File: src/rtl/trap_ret_if.sv
// trap_ret_if: MRET sequencer bus, pipeline/CSR-side signals grouped for trap_ret
interface trap_ret_if #(parameter int CNT_W = 16);
  logic             mret_i;
  logic             trap_in_i;
  logic [31:0]      pc_n_i;
  logic [31:0]      csr_rdata_i;
  logic [31:0]      csr_wdata_o;
  logic             csr_we_o;
  logic [11:0]      csr_addr_o;
  logic [31:0]      pc_n_o;
  logic             ret_jump_o;
  logic             ret_busy_o;
  logic [CNT_W-1:0] ret_cnt_o;
  modport master (
    output mret_i, trap_in_i, pc_n_i, csr_rdata_i,
    input  csr_wdata_o, csr_we_o, csr_addr_o, pc_n_o, ret_jump_o, ret_busy_o, ret_cnt_o
  );
  modport slave (
    input  mret_i, trap_in_i, pc_n_i, csr_rdata_i,
    output csr_wdata_o, csr_we_o, csr_addr_o, pc_n_o, ret_jump_o, ret_busy_o, ret_cnt_o
  );
endinterface

File: src/rtl/trap_ret.sv
// trap_ret: MRET sequencer restoring mstatus, reading mepc and redirecting the PC
module trap_ret #(
  parameter int CNT_W = 16
) (
  input  logic      clk,
  input  logic      rst,
  trap_ret_if.slave bus
);
  typedef enum logic [2:0] {IDLE, WTRP, RMST, RMEP, JMPC} state_t;
  state_t           state, state_n;
  logic [31:0]      ret_pc_r;
  logic [CNT_W-1:0] ret_cnt_r;
  logic             in_rmst, in_rmep, in_jmpc, active;
  logic [31:0]      mstatus_n;
  always_ff @(posedge clk or posedge rst)
    if (rst) begin
      state     <= IDLE;
      ret_pc_r  <= '0;
      ret_cnt_r <= '0;
    end else begin
      state <= state_n;
      if (in_rmep) ret_pc_r <= {bus.csr_rdata_i[31:2], 2'b00};
      if (in_jmpc) ret_cnt_r <= ret_cnt_r + 1'b1;
    end
  // Mid-sequence input changes are ignored; illegal encodings fall back to IDLE
  always_comb begin
    state_n = IDLE;
    case (state)
      IDLE:    state_n = bus.mret_i ? (bus.trap_in_i ? WTRP : RMST) : IDLE;
      WTRP:    state_n = bus.trap_in_i ? WTRP : RMST;
      RMST:    state_n = RMEP;
      RMEP:    state_n = JMPC;
      JMPC:    state_n = IDLE;
      default: state_n = IDLE;
    endcase
  end
  always_comb begin
    in_rmst   = state == RMST;
    in_rmep   = state == RMEP;
    in_jmpc   = state == JMPC;
    active    = in_rmst || in_rmep || in_jmpc || state == WTRP;
    // MIE <= MPIE, MPIE <= 1, MPP <= M
    mstatus_n = {bus.csr_rdata_i[31:13], 2'b11, bus.csr_rdata_i[10:8], 1'b1,
                 bus.csr_rdata_i[6:4], bus.csr_rdata_i[7], bus.csr_rdata_i[2:0]};
    bus.csr_we_o    = in_rmst;
    bus.csr_addr_o  = in_rmst ? 12'h300 : in_rmep ? 12'h341 : 12'h000;
    bus.csr_wdata_o = in_rmst ? mstatus_n : 32'h0;
    bus.ret_jump_o  = in_jmpc;
    bus.pc_n_o      = in_jmpc ? ret_pc_r : bus.pc_n_i;
    bus.ret_busy_o  = active || bus.mret_i;
    bus.ret_cnt_o   = ret_cnt_r;
  end
endmodule

File: src/flat_wrapper.sv
// flat-port wrapper written by rule: the top's interface ports become plain ports
module trap_ret_flat 
#(
  parameter int CNT_W = 16
)
  (clk, rst, bus_mret_i, bus_trap_in_i, bus_pc_n_i, bus_csr_rdata_i, bus_csr_wdata_o, bus_csr_we_o, bus_csr_addr_o, bus_pc_n_o, bus_ret_jump_o, bus_ret_busy_o, bus_ret_cnt_o);
  trap_ret_if #(.CNT_W(CNT_W)) bus_i ();
  input  logic clk;
  input  logic rst;
  input wire logic [$bits(bus_i.mret_i)-1:0] bus_mret_i;
  input wire logic [$bits(bus_i.trap_in_i)-1:0] bus_trap_in_i;
  input wire logic [$bits(bus_i.pc_n_i)-1:0] bus_pc_n_i;
  input wire logic [$bits(bus_i.csr_rdata_i)-1:0] bus_csr_rdata_i;
  output wire logic [$bits(bus_i.csr_wdata_o)-1:0] bus_csr_wdata_o;
  output wire logic [$bits(bus_i.csr_we_o)-1:0] bus_csr_we_o;
  output wire logic [$bits(bus_i.csr_addr_o)-1:0] bus_csr_addr_o;
  output wire logic [$bits(bus_i.pc_n_o)-1:0] bus_pc_n_o;
  output wire logic [$bits(bus_i.ret_jump_o)-1:0] bus_ret_jump_o;
  output wire logic [$bits(bus_i.ret_busy_o)-1:0] bus_ret_busy_o;
  output wire logic [$bits(bus_i.ret_cnt_o)-1:0] bus_ret_cnt_o;
  assign bus_i.mret_i = bus_mret_i;
  assign bus_i.trap_in_i = bus_trap_in_i;
  assign bus_i.pc_n_i = bus_pc_n_i;
  assign bus_i.csr_rdata_i = bus_csr_rdata_i;
  assign bus_csr_wdata_o = bus_i.csr_wdata_o;
  assign bus_csr_we_o = bus_i.csr_we_o;
  assign bus_csr_addr_o = bus_i.csr_addr_o;
  assign bus_pc_n_o = bus_i.pc_n_o;
  assign bus_ret_jump_o = bus_i.ret_jump_o;
  assign bus_ret_busy_o = bus_i.ret_busy_o;
  assign bus_ret_cnt_o = bus_i.ret_cnt_o;
  trap_ret #(.CNT_W(CNT_W)) u_core (.clk(clk), .rst(rst), .bus(bus_i));
endmodule
File: config.mk
export PLATFORM = sky130hd
export DESIGN_NAME = trap_ret_flat
export DESIGN_NICKNAME = d
export VERILOG_FILES = /design/src/rtl/trap_ret_if.sv /design/src/rtl/trap_ret.sv /design/src/flat_wrapper.sv
export SDC_FILE = /design/constraint.sdc
export NUM_CORES = 1
export LEC_CHECK = 0
export CAP_MARGIN = 15
export CORE_ASPECT_RATIO = 1.25
export CORE_UTILIZATION = 41
export CTS_CLUSTER_SIZE = 12
export DETAILED_ROUTE_END_ITERATION = 8
export PLACE_DENSITY = 0.95
export SLEW_MARGIN = 20
export SYNTH_ARGS = -nofsm -noshare
export SYNTH_HDL_FRONTEND = slang
export SYNTH_SLANG_ARGS = --single-unit
File: constraint.sdc
create_clock -name clk -period 2.48 [get_ports clk]
set_input_delay 0.248 -clock clk [delete_from_list [all_inputs] [get_ports clk]]
set_output_delay 0.248 -clock clk [all_outputs]
set_load 0.005 [all_outputs]
==> out/results.tsv <==
metric	value	unit
result of the run	finished clean	
endpoint class of the critical path	primary output	
Placement Setup Slack	0.286	ns
routed wire length per instance	15.1	µm
ANT cells	0	
H-Tree Level Count	2	
final setup fails	0	
final cell count without fillers	458	
average footprint of a synthesized cell	12.1	µm²
floorplan die area	6930	µm²
number of buffers added on ports	154	
cell count after synthesis	223	
library cell with the largest summed area after synthesis	sky130_fd_sc_hd__dfrtp_1	
number of DRC markers after the initial detailed-route iteration	48	
Worst R2R Setup Slack	0.80	ns
TritonCTS clock tree	built	
ranking of synthesized cells by area	sky130_fd_sc_hd__dfrtp_1 (45%), sky130_fd_sc_hd__mux2_2 (25%), sky130_fd_sc_hd__and2_1 (6.9%)	
weighted congestion at the end of routability-driven global placement	0.784	
number of max-slew violations in the final report	0	
path type of the worst setup path	reg -> out	
number of vias after detailed routing	2203	
Hold WS	0.305	ns
number of detailed-routing iterations run before antenna repair	4	
share of the yosys chip area belonging to registers	0.453	
Clock Root Buffer	sky130_fd_sc_hd__clkbuf_8	
die width	74.7	µm
share of the synthesized area in the top cell type	0.453	
Overall Global Routing Usage	0.207	
clock net sink count	49	
via density per instance	4.81	
first-pass GRT wire length	10900	µm
clk_lat worst skew	0.30	ns
delay of the slowest cell on the worst path	0.47	ns
maximum vdd drop	0.445	mV
core utilization of the finished layout	0.693	
initial antenna violation count	0	
RSZ-0062 raised after global routing	false	
cells along the critical path	nor3b_2, buf_6, mux2_2, clkdlybuf4s50_1	
maximum number of pins on one net before global-route repair	50	
maximum fanout encountered on the critical timing path	23	
maximum root-to-sink buffer count	2	
area overhead of the layout relative to synthesis	61.0	%
Worst Path Required	2.23	ns
die height	92.9	µm
LEAKAGE	0.00180	µW
Unique masters post-synth	31	
number of nets at the end of the flow	441	
Final Skew	0.00888	ns
Ys Warns	0	
Max-Cap Viols	0	
PD cells	851	nW/µm²
drt total wl	6930	µm
via count of the first global-routing pass	2315	
classification of the worst-slack hold path	in -> async	
# DRC	0	
worst setup slack after layout	0.0991	ns
site row count	32	
kind of start point of the critical path	flip-flop	
max frequency	420	MHz
Top-Level Pins	163	
clock slew at reported path FFs	0.09	ns
Initial Util	0.431	
fraction of layout instances using a drive strength above 1	0.239	
grt total ovfl	0	
endpoint arrival time on the critical path	2.13	ns
number of post-CTS setup repair buffers	0	
CTS Buf Count	5	
cell count after placement	450	
worst-path cell with the longest stage delay	sky130_fd_sc_hd__dfrtp_2	
Final period util	0.960	
Hold Buf Count CTS	0	
total core area	6290	µm²
antenna-violating nets left	0	
setup TNS after final layout	0	ns
detailed placer's ending HPWL	5450	µm
crit path time final	2.38	ns
number of hold violations in the final report	0	
synthesis-stage register bit count	49	
cell area after technology mapping	2710	µm²
[cells by family after synthesis]
| family | count (synthesis) | synth area share |
|---|---|---|
| AND/OR/NAND/NOR | 65 | 0.155 |
| multiplexers | 61 | 0.254 |
| flip-flops | 49 | 0.453 |
| buffers and inverters | 27 | 0.0735 |
| XOR/XNOR | 15 | 0.0485 |
| AO/OA/AOI/OAI | 4 | 0.0102 |
| adder cells (fa/ha/maj) | 1 | 0.00462 |
| other | 1 | 0.00138 |
[layer usage]
| metal | wire, µm | GRT usage | up-vias |
|---|---|---|---|
| li1 | - | - | 1034 |
| met1 | 2630 | 0.225 | 1067 |
| met2 | 3830 | 0.389 | 94 |
| met3 | 396 | 0.0490 | 8 |
| met4 | 74 | 0.0535 | 0 |
| met5 | 0 | 0 | - |
[cell usage after synthesis (all sizes together)]
library cell and n:
mux2 61, dfrtp 49, and2 30, buf 21, xnor2 11, nor2 7, nand2 6, nand3 6
nor2b 4, xor2 4, and4 3, clkbuf 3, inv 3, a211oi 2, and3 2, nand4 2
a21o 1, and2b 1, and4bb 1, conb 1, ha 1, nand2b 1, nor3b 1, o21ai 1
or3 1
[registers in the layout, summed over array words and instances (netlist names)]
name                  count
u_core.bus.ret_cnt_o     16
u_core.ret_pc_r          30
u_core.state              3
[metrics by stage]
stage / total power, µW / area, µm²
CTS: 3740 / 4360
floorplan: 2350 / 2730
finish: 3710 / 4360
global placement: 3140 / 4250
global route: 3950 / 4360
detailed placement: 3210 / 4250
[layout by cell type (no fill, tap or decap), types with 2 or more instances in the layout]
cell	synthesis	routed
sky130_fd_sc_hd__dfrtp_1	49	46
sky130_fd_sc_hd__dfrtp_2	0	3
sky130_fd_sc_hd__nand3_1	6	6
sky130_fd_sc_hd__nand4_2	2	2
sky130_fd_sc_hd__buf_4	16	3
sky130_fd_sc_hd__and3_1	2	2
sky130_fd_sc_hd__and2_1	30	30
sky130_fd_sc_hd__conb_1	1	8
sky130_fd_sc_hd__a211oi_1	2	2
sky130_fd_sc_hd__clkdlybuf4s50_1	0	154
sky130_fd_sc_hd__nor2_1	7	7
sky130_fd_sc_hd__mux2_2	61	61
sky130_fd_sc_hd__inv_2	1	2
sky130_fd_sc_hd__xnor2_1	11	11
sky130_fd_sc_hd__nand2_1	5	5
sky130_fd_sc_hd__clkbuf_8	0	7
sky130_fd_sc_hd__nor2b_1	3	3
sky130_fd_sc_hd__xor2_1	4	4
[where the power goes]
part           internal (µW)  switching, µW  leakage, µW  total [µW]
Clock                    252            257    0.0000542         509
Sequential              1110            216     0.000606        1330
Combinational           1240            631      0.00114        1870
[critical path: cells and delay by family, from the launching register on]
kind                   cells  cell delay (ns)
buffers and inverters      2             0.72
flip-flops                 1             0.47
multiplexers               1             0.37
AND/OR/NAND/NOR            1             0.27
[what timing repair did]
item                                    CTS  global route
endpoints found under the hold margin     0             0
resized for setup                         2             3
gates cloned                              0             0
endpoints found under the setup margin   32            46
[cell type report]
class / count / area [µm²]
Multi-Input combinational cell: 154 / 1320
Sequential cell: 49 / 1230
Clock buffer: 7 / 96.3
Timing Repair Buffer: 159 / 1600
Tap cell: 85 / 106
Fill cell: 489 / 1930
Clock inverter: 1 / 5.00
Inverter: 3 / 11.3
[path summary, 6_finish.rpt]
| check | start | endpoint | cells after the start |
|---|---|---|---|
| min | rst | u_core.bus.ret_cnt_o[11] | 3 |
| max | u_core.state[1] | bus_pc_n_o[3] | 4 |
| max in group asynchronous | rst | u_core.state[2] | 3 |
| max reg2reg | u_core.state[1] | u_core.ret_pc_r[2] | 5 |
| min in group clk | u_core.bus.ret_cnt_o[15] | u_core.bus.ret_cnt_o[15] | 1 |
| min reg2reg | u_core.bus.ret_cnt_o[15] | u_core.bus.ret_cnt_o[15] | 1 |
Note: power is estimated with default switching activity, not from simulation.
